===== config.mk =====
export PLATFORM = sky130hd
export DESIGN_NAME = da2_frame_driver_flat
export DESIGN_NICKNAME = d
export VERILOG_FILES = /design/src/rtl/da2_frame_driver_if.sv /design/src/rtl/da2_frame_driver.sv /design/src/flat_wrapper.sv
export SDC_FILE = /design/constraint.sdc
export NUM_CORES = 1
export LEC_CHECK = 0
export BUFFER_PORTS_ARGS = -buffer_cell sky130_fd_sc_hd__buf_2
export CAP_MARGIN = 10
export CORE_MARGIN = 1.5
export CORE_UTILIZATION = 56
export CTS_BUF_LIST = sky130_fd_sc_hd__clkbuf_16
export CTS_CLUSTER_SIZE = 40
export DETAILED_ROUTE_END_ITERATION = 12
export HOLD_SLACK_MARGIN = 0.05
export PLACE_DENSITY = 0.76
export SYNTH_ARGS = -nofsm -noshare
export SYNTH_HDL_FRONTEND = slang
export SYNTH_SLANG_ARGS = --single-unit

===== constraint.sdc =====
create_clock -name clk_100 -period 2.2 [get_ports clk_100]
set_input_delay 0.33 -clock clk_100 [delete_from_list [all_inputs] [get_ports clk_100]]
set_output_delay 0.33 -clock clk_100 [all_outputs]
set_load 0.01 [all_outputs]

===== src/rtl/da2_frame_driver_if.sv =====
// da2_frame_driver_if: sample-set handshake bundle feeding da2_frame_driver
interface da2_frame_driver_if #(
   parameter int N_CH = 2,
   parameter int IN_W = 16
);
   logic [N_CH*IN_W-1:0] sig_in;
   logic [N_CH*IN_W-1:0] shift_in;
   logic [3:0]           gain_shift;
   logic                 in_valid;
   logic                 in_ready;
   modport master (output sig_in, shift_in, gain_shift, in_valid, input in_ready);
   modport slave (input sig_in, shift_in, gain_shift, in_valid, output in_ready);
endinterface


===== src/rtl/da2_frame_driver.sv =====
// da2_frame_driver: N-channel offset/gain/clamp DAC stage with DAC121S101-style serial frames.
// Define DA2_SATURATE_EN to clamp codes to the DAC range; otherwise codes wrap (legacy).
module da2_frame_driver #(
   parameter int N_CH    = 2,
   parameter int IN_W    = 16,
   parameter int DAC_W   = 12,
   parameter int CLK_DIV = 2
) (
   input  logic             clk_100,
   input  logic             reset_n,
   da2_frame_driver_if.slave bus,
   output logic             busy,
   output logic             done,
   output logic [N_CH-1:0]  sat_flag,
   output logic             dac_sync_n,
   output logic             dac_sclk,
   output logic [N_CH-1:0]  dac_d
);
   localparam int SW = IN_W + 16;
   localparam int CW = $clog2(2 * CLK_DIV);
   localparam logic signed [SW-1:0] HI = SW'((1 << (DAC_W - 1)) - 1);
   localparam logic signed [SW-1:0] LO = ~HI;
   typedef enum logic [2:0] {IDLE, P1, P2, P3, SHIFT, GAP} state_t;
   state_t state;
   logic [IN_W-1:0]      sig_r [N_CH];
   logic [IN_W-1:0]      off_r [N_CH];
   logic [3:0]           gain_r;
   logic [IN_W:0]        d [N_CH];
   logic signed [SW-1:0] s [N_CH];
   logic signed [SW-1:0] c [N_CH];
   logic [N_CH-1:0]      clip;
   logic [15:0]          sreg [N_CH];
   logic [CW-1:0]        ph;
   logic [4:0]           nbit;
   // limit each shifted sample to the DAC range, or pass it through for wrap-around codes
   always_comb begin
      for (int k = 0; k < N_CH; k++) begin
`ifdef DA2_SATURATE_EN
         clip[k] = (s[k] > HI) || (s[k] < LO);
         c[k] = (s[k] > HI) ? HI : (s[k] < LO) ? LO : s[k];
`else
         clip[k] = 1'b0;
         c[k] = s[k];
`endif
      end
   end
   // frame sequencer: latch, three arithmetic stages, 16-bit shift-out, then a short gap
   always_ff @(posedge clk_100 or negedge reset_n) begin
      if (!reset_n) begin
         state <= IDLE;
         bus.in_ready <= 1'b0;
         busy <= 1'b0;
         done <= 1'b0;
         sat_flag <= '0;
         dac_sync_n <= 1'b1;
         dac_sclk <= 1'b1;
         dac_d <= '0;
         gain_r <= '0;
         ph <= '0;
         nbit <= '0;
         for (int k = 0; k < N_CH; k++) begin
            sig_r[k] <= '0;
            off_r[k] <= '0;
            d[k] <= '0;
            s[k] <= '0;
            sreg[k] <= '0;
         end
      end else begin
         done <= 1'b0;
         case (state)
            IDLE: begin
               bus.in_ready <= 1'b1;
               if (bus.in_valid && bus.in_ready) begin
                  for (int k = 0; k < N_CH; k++) begin
                     sig_r[k] <= bus.sig_in[k*IN_W +: IN_W];
                     off_r[k] <= bus.shift_in[k*IN_W +: IN_W];
                  end
                  gain_r <= bus.gain_shift;
                  bus.in_ready <= 1'b0;
                  busy <= 1'b1;
                  state <= P1;
               end
            end
            P1: begin
               for (int k = 0; k < N_CH; k++)
                  d[k] <= {sig_r[k][IN_W-1], sig_r[k]} - {off_r[k][IN_W-1], off_r[k]};
               state <= P2;
            end
            P2: begin
               for (int k = 0; k < N_CH; k++)
                  s[k] <= {{15{d[k][IN_W]}}, d[k]} << gain_r;
               state <= P3;
            end
            P3: begin
               sat_flag <= clip;
               for (int k = 0; k < N_CH; k++)
                  sreg[k] <= 16'({~c[k][DAC_W-1], c[k][DAC_W-2:0]});
               ph <= '0;
               nbit <= '0;
               state <= SHIFT;
            end
            SHIFT: begin
               if (nbit == 5'd16) begin
                  dac_sync_n <= 1'b1;
                  dac_sclk <= 1'b1;
                  dac_d <= '0;
                  done <= 1'b1;
                  ph <= '0;
                  state <= GAP;
               end else begin
                  if (ph == '0) begin
                     dac_sync_n <= 1'b0;
                     dac_sclk <= 1'b1;
                     for (int k = 0; k < N_CH; k++) begin
                        dac_d[k] <= sreg[k][15];
                        sreg[k] <= sreg[k] << 1;
                     end
                  end
                  if (ph == CW'(CLK_DIV))
                     dac_sclk <= 1'b0;
                  ph <= (ph == CW'(2 * CLK_DIV - 1)) ? '0 : ph + 1'b1;
                  if (ph == CW'(2 * CLK_DIV - 1))
                     nbit <= nbit + 5'd1;
               end
            end
            GAP: begin
               if (ph == CW'(CLK_DIV - 1)) begin
                  busy <= 1'b0;
                  bus.in_ready <= 1'b1;
                  state <= IDLE;
               end else
                  ph <= ph + 1'b1;
            end
            default: state <= IDLE;
         endcase
      end
   end
endmodule


===== src/flat_wrapper.sv =====
// flat-port wrapper written by rule: the top's interface ports become plain ports
module da2_frame_driver_flat 
#(
   parameter int N_CH    = 2,
   parameter int IN_W    = 16,
   parameter int DAC_W   = 12,
   parameter int CLK_DIV = 2
)
  (clk_100, reset_n, busy, done, sat_flag, dac_sync_n, dac_sclk, dac_d, bus_sig_in, bus_shift_in, bus_gain_shift, bus_in_valid, bus_in_ready);
  da2_frame_driver_if #(.N_CH(N_CH), .IN_W(IN_W)) bus_i ();
  input  logic clk_100;
  input  logic reset_n;
  output logic busy;
  output logic done;
  output logic [N_CH-1:0] sat_flag;
  output logic dac_sync_n;
  output logic dac_sclk;
  output logic [N_CH-1:0] dac_d;
  input wire logic [$bits(bus_i.sig_in)-1:0] bus_sig_in;
  input wire logic [$bits(bus_i.shift_in)-1:0] bus_shift_in;
  input wire logic [$bits(bus_i.gain_shift)-1:0] bus_gain_shift;
  input wire logic [$bits(bus_i.in_valid)-1:0] bus_in_valid;
  output wire logic [$bits(bus_i.in_ready)-1:0] bus_in_ready;
  assign bus_i.sig_in = bus_sig_in;
  assign bus_i.shift_in = bus_shift_in;
  assign bus_i.gain_shift = bus_gain_shift;
  assign bus_i.in_valid = bus_in_valid;
  assign bus_in_ready = bus_i.in_ready;
  da2_frame_driver #(.N_CH(N_CH), .IN_W(IN_W), .DAC_W(DAC_W), .CLK_DIV(CLK_DIV)) u_core (.clk_100(clk_100), .reset_n(reset_n), .bus(bus_i), .busy(busy), .done(done), .sat_flag(sat_flag), .dac_sync_n(dac_sync_n), .dac_sclk(dac_sclk), .dac_d(dac_d));
endmodule

# Yosys cells after proc, flatten, opt, wreduce, memory -nomap -nowiden
# Cells that the tools add are included.
dict set report word_totals {
  inputBits 71
  register_bits 175
  elab_cells 90
}
dict set report classes {
  muxes 29
  addsub 4
  n_eq_ne 16
  shifts 2
  n_reduce_logical 17
  bitwise 2
}
# cell count
set op_table {}
lappend op_table {{2-to-1 mux 32 bit} 2}
lappend op_table {{one-hot mux 32 bit (2 select lines)} 1}
lappend op_table {{<< shifter 32 x 4 -> 12 bit} 2}
lappend op_table {{subtractor 16 x 16 -> 17 bit} 2}
lappend op_table {{one-hot mux 3 bit (6 select lines)} 1}
lappend op_table {{AND reduction 3 bit} 4}
lappend op_table {{2-to-1 mux 1 bit} 11}
lappend op_table {{2-to-1 mux 2 bit} 5}
lappend op_table {{2-to-1 mux 5 bit} 2}
lappend op_table {{!= test 2 x 1 -> 1 bit, second input constant} 5}
lappend op_table {{one-hot mux 5 bit (2 select lines)} 1}
lappend op_table {{AND reduction 2 bit} 5}
lappend op_table {{2-to-1 mux 3 bit} 3}
lappend op_table {{equality test 3 x 2 -> 1 bit, second input constant} 2}
lappend op_table {{equality test 3 bit, second input constant} 2}
lappend op_table {{one-hot mux 2 bit (3 select lines)} 1}
lappend op_table {{nonzero test 2 bit} 3}
lappend op_table {{nonzero test 3 bit} 2}
lappend op_table {{adder 5 x 1 -> 5 bit, second input constant} 1}
lappend op_table {{equality test 5 bit, second input constant} 1}
lappend op_table {{equality test 2 bit, second input constant} 2}
lappend op_table {{!= test 2 bit, second input constant} 2}
lappend op_table {{one-hot mux 1 bit (2 select lines)} 2}
lappend op_table {{equality test 3 x 1 -> 1 bit, second input constant} 1}
lappend op_table {{6 further kinds} 7}

# Depth between registers and ports, before layout
dict set report depth {
  word_depth 4
  ltp_mapped 9
  depth_no_buf 9
}

# Worst setup path before layout
# Ideal clock, no wire load.
dict set report synth_timing {
  path_type {register to register}
  from {reg u_core.sig_r[0] in the netlist's numbering}
  to {reg u_core.d[10] in the netlist's numbering}
  setup_time_ns 0.133
  required_ns 2.067
  path_stages_with_launch 10
  setup_slack_ns 0.215
  arrival_time_ns 1.852
  period_less_slack_ns 1.985
  path_cell_list {dfrtp_1 > inv_1 > ha_1 > inv_1 > fa_1 > a21o_1 > a311oi_1 > o31ai_1 > xnor2_1 > o21ai_0}
}
dict set report synth_via {
  elab_chain_len 1
}
# element line
set synth_rtl {}
lappend synth_rtl {{start: declaration} da2_frame_driver.sv:25} ;# logic [IN_W-1:0] sig_r [N_CH];
lappend synth_rtl {{start signal: indexed assignment} da2_frame_driver.sv:75} ;# sig_r[k] <= bus.sig_in[k*IN_W +: IN_W];
lappend synth_rtl {{subtractor 16 x 16 -> 17 bit} da2_frame_driver.sv:86} ;# d[k] <= {sig_r[k][IN_W-1], sig_r[k]} - {off_r[k][IN_W-1], off_r[k]};
lappend synth_rtl {{end signal: indexed assignment} da2_frame_driver.sv:86}
lappend synth_rtl {{end: declaration} da2_frame_driver.sv:28} ;# logic [IN_W:0] d [N_CH];
# No other way between the ends.
# A chain may end at the register's enable or synchronous reset.

# Worst setup path in the final report
dict set report layout_timing {
  from {reg u_core.sig_r[0] in the netlist's numbering}
  to {reg u_core.d[8] in the netlist's numbering}
}
# Same word-level chain as after synthesis.

==> impl_metrics.ini <==
[status]
status = finished, final reports clean

[worst_hold_path]
hold_class = primary input to register

[sta]
fin_worst_skew_ps = 8.80
fin_crit_sh_pct = 94.8
worstMarginPinSlew_ps = 591
finalWorstSetupSlack_ps = 115
slew_headroom_pct = 60.2
tns_ps = 0
hold_viol = 0
drv_slew = 0
final.min_clock_period_ps = 2080
setup_viol = 0
fmax_mhz = 480

[clock_network]
cts_made_buffers = 17
clk_latency_ps = 420
cts_root_buffer = clkbuf_16
cts_tree = done
cts_buffer_depth = 2
cts.clk_slew.worst_paths_ps = 60
cts.sinks = 149
post-cts-setup-buffer-count = 0
htreeDepth = 4

[place]
post-dp-hpwl_mm = 10.5
dpl_cell_area_mm2 = 0.00826
portBuffers = 61
place.gp.congestion = 0.863
dpl_worst_slack_ps = 10.1

[die]
start_util_pct = 57.8
die_height_um = 120
ios = 80
dieArea_mm2 = 0.0145
die_w_um = 120
coreArea_mm2 = 0.0133
floorplan.rows = 42

[global_routing]
track_usage_pct = 22.4
grt_pass1_vias = 5732
grt_pass1_wl_mm = 26.3
grt_max_degree = 64
antenna_found_initial = 1
overflow = 0

[logic_synthesis]
avgSynthCellArea_um2 = 10.3
ys_ff_latch = 149
syn-cell-area_mm2 = 0.00772
synth_seq_area_share_pct = 48.3
yosysWarnings = 0
synthesis.instances = 746
netlist-cell-type-count = 51

[drt]
avgRoutedWirePerCell_um = 15.1
wl_met3_um = 571
drcViolationCount = 0
vias_per_cell = 5.65
totalWireLength_mm = 15.0
wl_met1_mm = 6.47
drt_first_pass_iters = 4
dr.first_iter.drc_count = 322
met2_length_mm = 7.78
detailroute.via_count = 5599
ant_nets = 0
highest-signal-layer = met5

[setup_path]
cp_data_arrival_time_ps = 2410
cp_top_family = compound AO/OA/AOI/OAI gates
critPathBufInv = 2
worstSetupPathType = register to register
path_cells = inv_1 > ha_1 > inv_1 > fa_1 > a21o_1 > a311oi_4 > o31ai_2 > xnor2_1 > o21ai_0
required_ps = 2530
crit_top_cell = inv_1
cp-end-kind = register
crit_fanout = 3
slowest_stage = fa_1
max_stage_delay_ps = 390
cp-start-kind = register

[final_layout]
drive_gt1_share_pct = 22.5
final_cell_mix = 147 x dfrtp_1, 110 x nand2_1, 60 x buf_2, 56 x mux2_2, 48 x nor2_1
final_common_cell = dfrtp_1
diodes = 0
nets = 903
design_area_mm2 = 0.00889
syn_to_final_growth_pct = 15.2

[pwr]
p_per_area_mw_per_mm2 = 642
total_power_mw = 5.71
power_leakage_nw = 4.07
vdd_ir_drop_max_mv = 0.572

[flow_run]
drv_cap = 0
area by class of cell:
| class | count | area [um^2] |
|---|---|---|
| fillers | 1032 | 4460 |
| repair buffers | 80 | 532 |
| clock buffers | 17 | 425 |
| inverters | 32 | 120 |
| clock inverters | 15 | 165 |
| well taps | 176 | 220 |
| multi-input cells | 522 | 3690 |
| flip-flops and latches | 149 | 3730 |
worst register-to-register path, stage by stage (launching register included):
cell and delay [ps]:
dfrtp_1 380, inv_1 60, ha_1 150, inv_1 50, fa_1 390, a21o_1 240, a311oi_4 280, o31ai_2 140
xnor2_1 140, o21ai_0 160
state kept, by name, summed over array words and instances (netlist names), 2 cells and up:
signal / cells
u_core.sreg: 32
u_core.state: 3
u_core.nbit: 5
u_core.d: 24
u_core.off_r: 24
u_core.dac_d: 2
u_core.c: 24
u_core.sig_r: 24
u_core.gain_r: 4
u_core.ph: 2
per-layer routing:
layer,vias up,global-route usage [%]
met3,16,6.18
met2,104,38.6
met5,-,0
met4,2,6.40
met1,2735,27.8
li1,2742,-
report_power, final:
| group | internal, mW | leakage [nW] | switching (mW) |
|---|---|---|---|
| Combinational | 0.0434 | 1.74 | 0.0657 |
| Clock | 1.77 | 0.289 | 1.09 |
| Sequential | 2.74 | 2.04 | 0 |
| Total | 4.55 | 4.07 | 1.16 |
path summary, 6_finish.rpt:
| kind | from | to | slack (ps) | cells past startpoint |
|---|---|---|---|---|
| worst max-delay path | u_core.sig_r[0] | u_core.d[8] | 120 | 9 |
| worst min-delay path | bus_sig_in[1] | u_core.sig_r[17] | 140 | 2 |
| worst max register to register | u_core.sig_r[0] | u_core.d[8] | 120 | 9 |
| worst min register to register | u_core.dac_sclk | u_core.dac_sclk | 470 | 2 |
| max in group asynchronous | reset_n | u_core.d[5] | 1120 | 3 |
| min in group asynchronous | reset_n | u_core.done | 400 | 2 |
cells by family (layout without fill, tap and decap cells):
family | after synthesis | after routing | share of synthesized area, %
AND/OR/NAND/NOR | 214 | 214 | 12.4
AO/OA/AOI/OAI | 159 | 159 | 12.9
flip-flops | 149 | 149 | 48.3
multiplexers | 97 | 97 | 14.8
buffers and inverters | 76 | 144 | 4.20
adder cells (fa/ha/maj) | 30 | 30 | 5.06
XOR/XNOR | 20 | 20 | 2.27
other | 1 | 2 | 0.0486
metrics by stage:
| stage | util (%) | hold WS [ps] | instances |
|---|---|---|---|
| final | 66.6 | 138 | 991 |
| after detailed placement | 61.9 | 283 | 958 |
| after CTS | 66.4 | 124 | 991 |
| after global routing | 66.6 | 120 | 991 |
| after floorplan | - | 34.4 | 747 |
| after global placement | 61.9 | 284 | 958 |
what timing repair did:
action	in CTS	in global routing
pin swaps	0	1
endpoints found under the hold margin	41	0
resized for setup	1	3
hold buffers	1	0
setup endpoints to repair	2	10
synth_stat cells, drive strengths merged:
cell type	number	area (um^2)
o21a	5	37.5
nand3	9	45.0
xor2	11	96.3
nor2	48	180
nand3b	2	15.0
mux2	56	631
a31oi	23	144
nor3b	1	12.5
inv	32	120
a22oi	3	22.5
o211a	1	10.0
mux2i	33	330
o311ai	1	8.76
conb	1	3.75
mux4	8	180
and2	1	6.26
and4bb	1	12.5
o221ai	2	17.5
nor4	2	12.5
nand4	8	50.1
or3b	2	17.5
o21ai	52	260
a22o	17	149
a2bb2oi	2	17.5
a311oi	2	17.5
clkbuf	29	109
xnor2	9	78.8
ha	28	350
o31ai	8	60.1
a21o	4	30.0
buf	15	95.1
o211ai	5	37.5
o22ai	5	37.5
or4	4	30.0
dfstp	2	52.6
nand2	110	413
fa	2	40.0
and3	3	18.8
dfrtp	147	3680
or3	1	6.26
nor2b	5	31.3
nor3	4	25.0
nand2b	13	81.3
a21oi	29	145
Note: power is estimated with default switching activity, not from simulation.
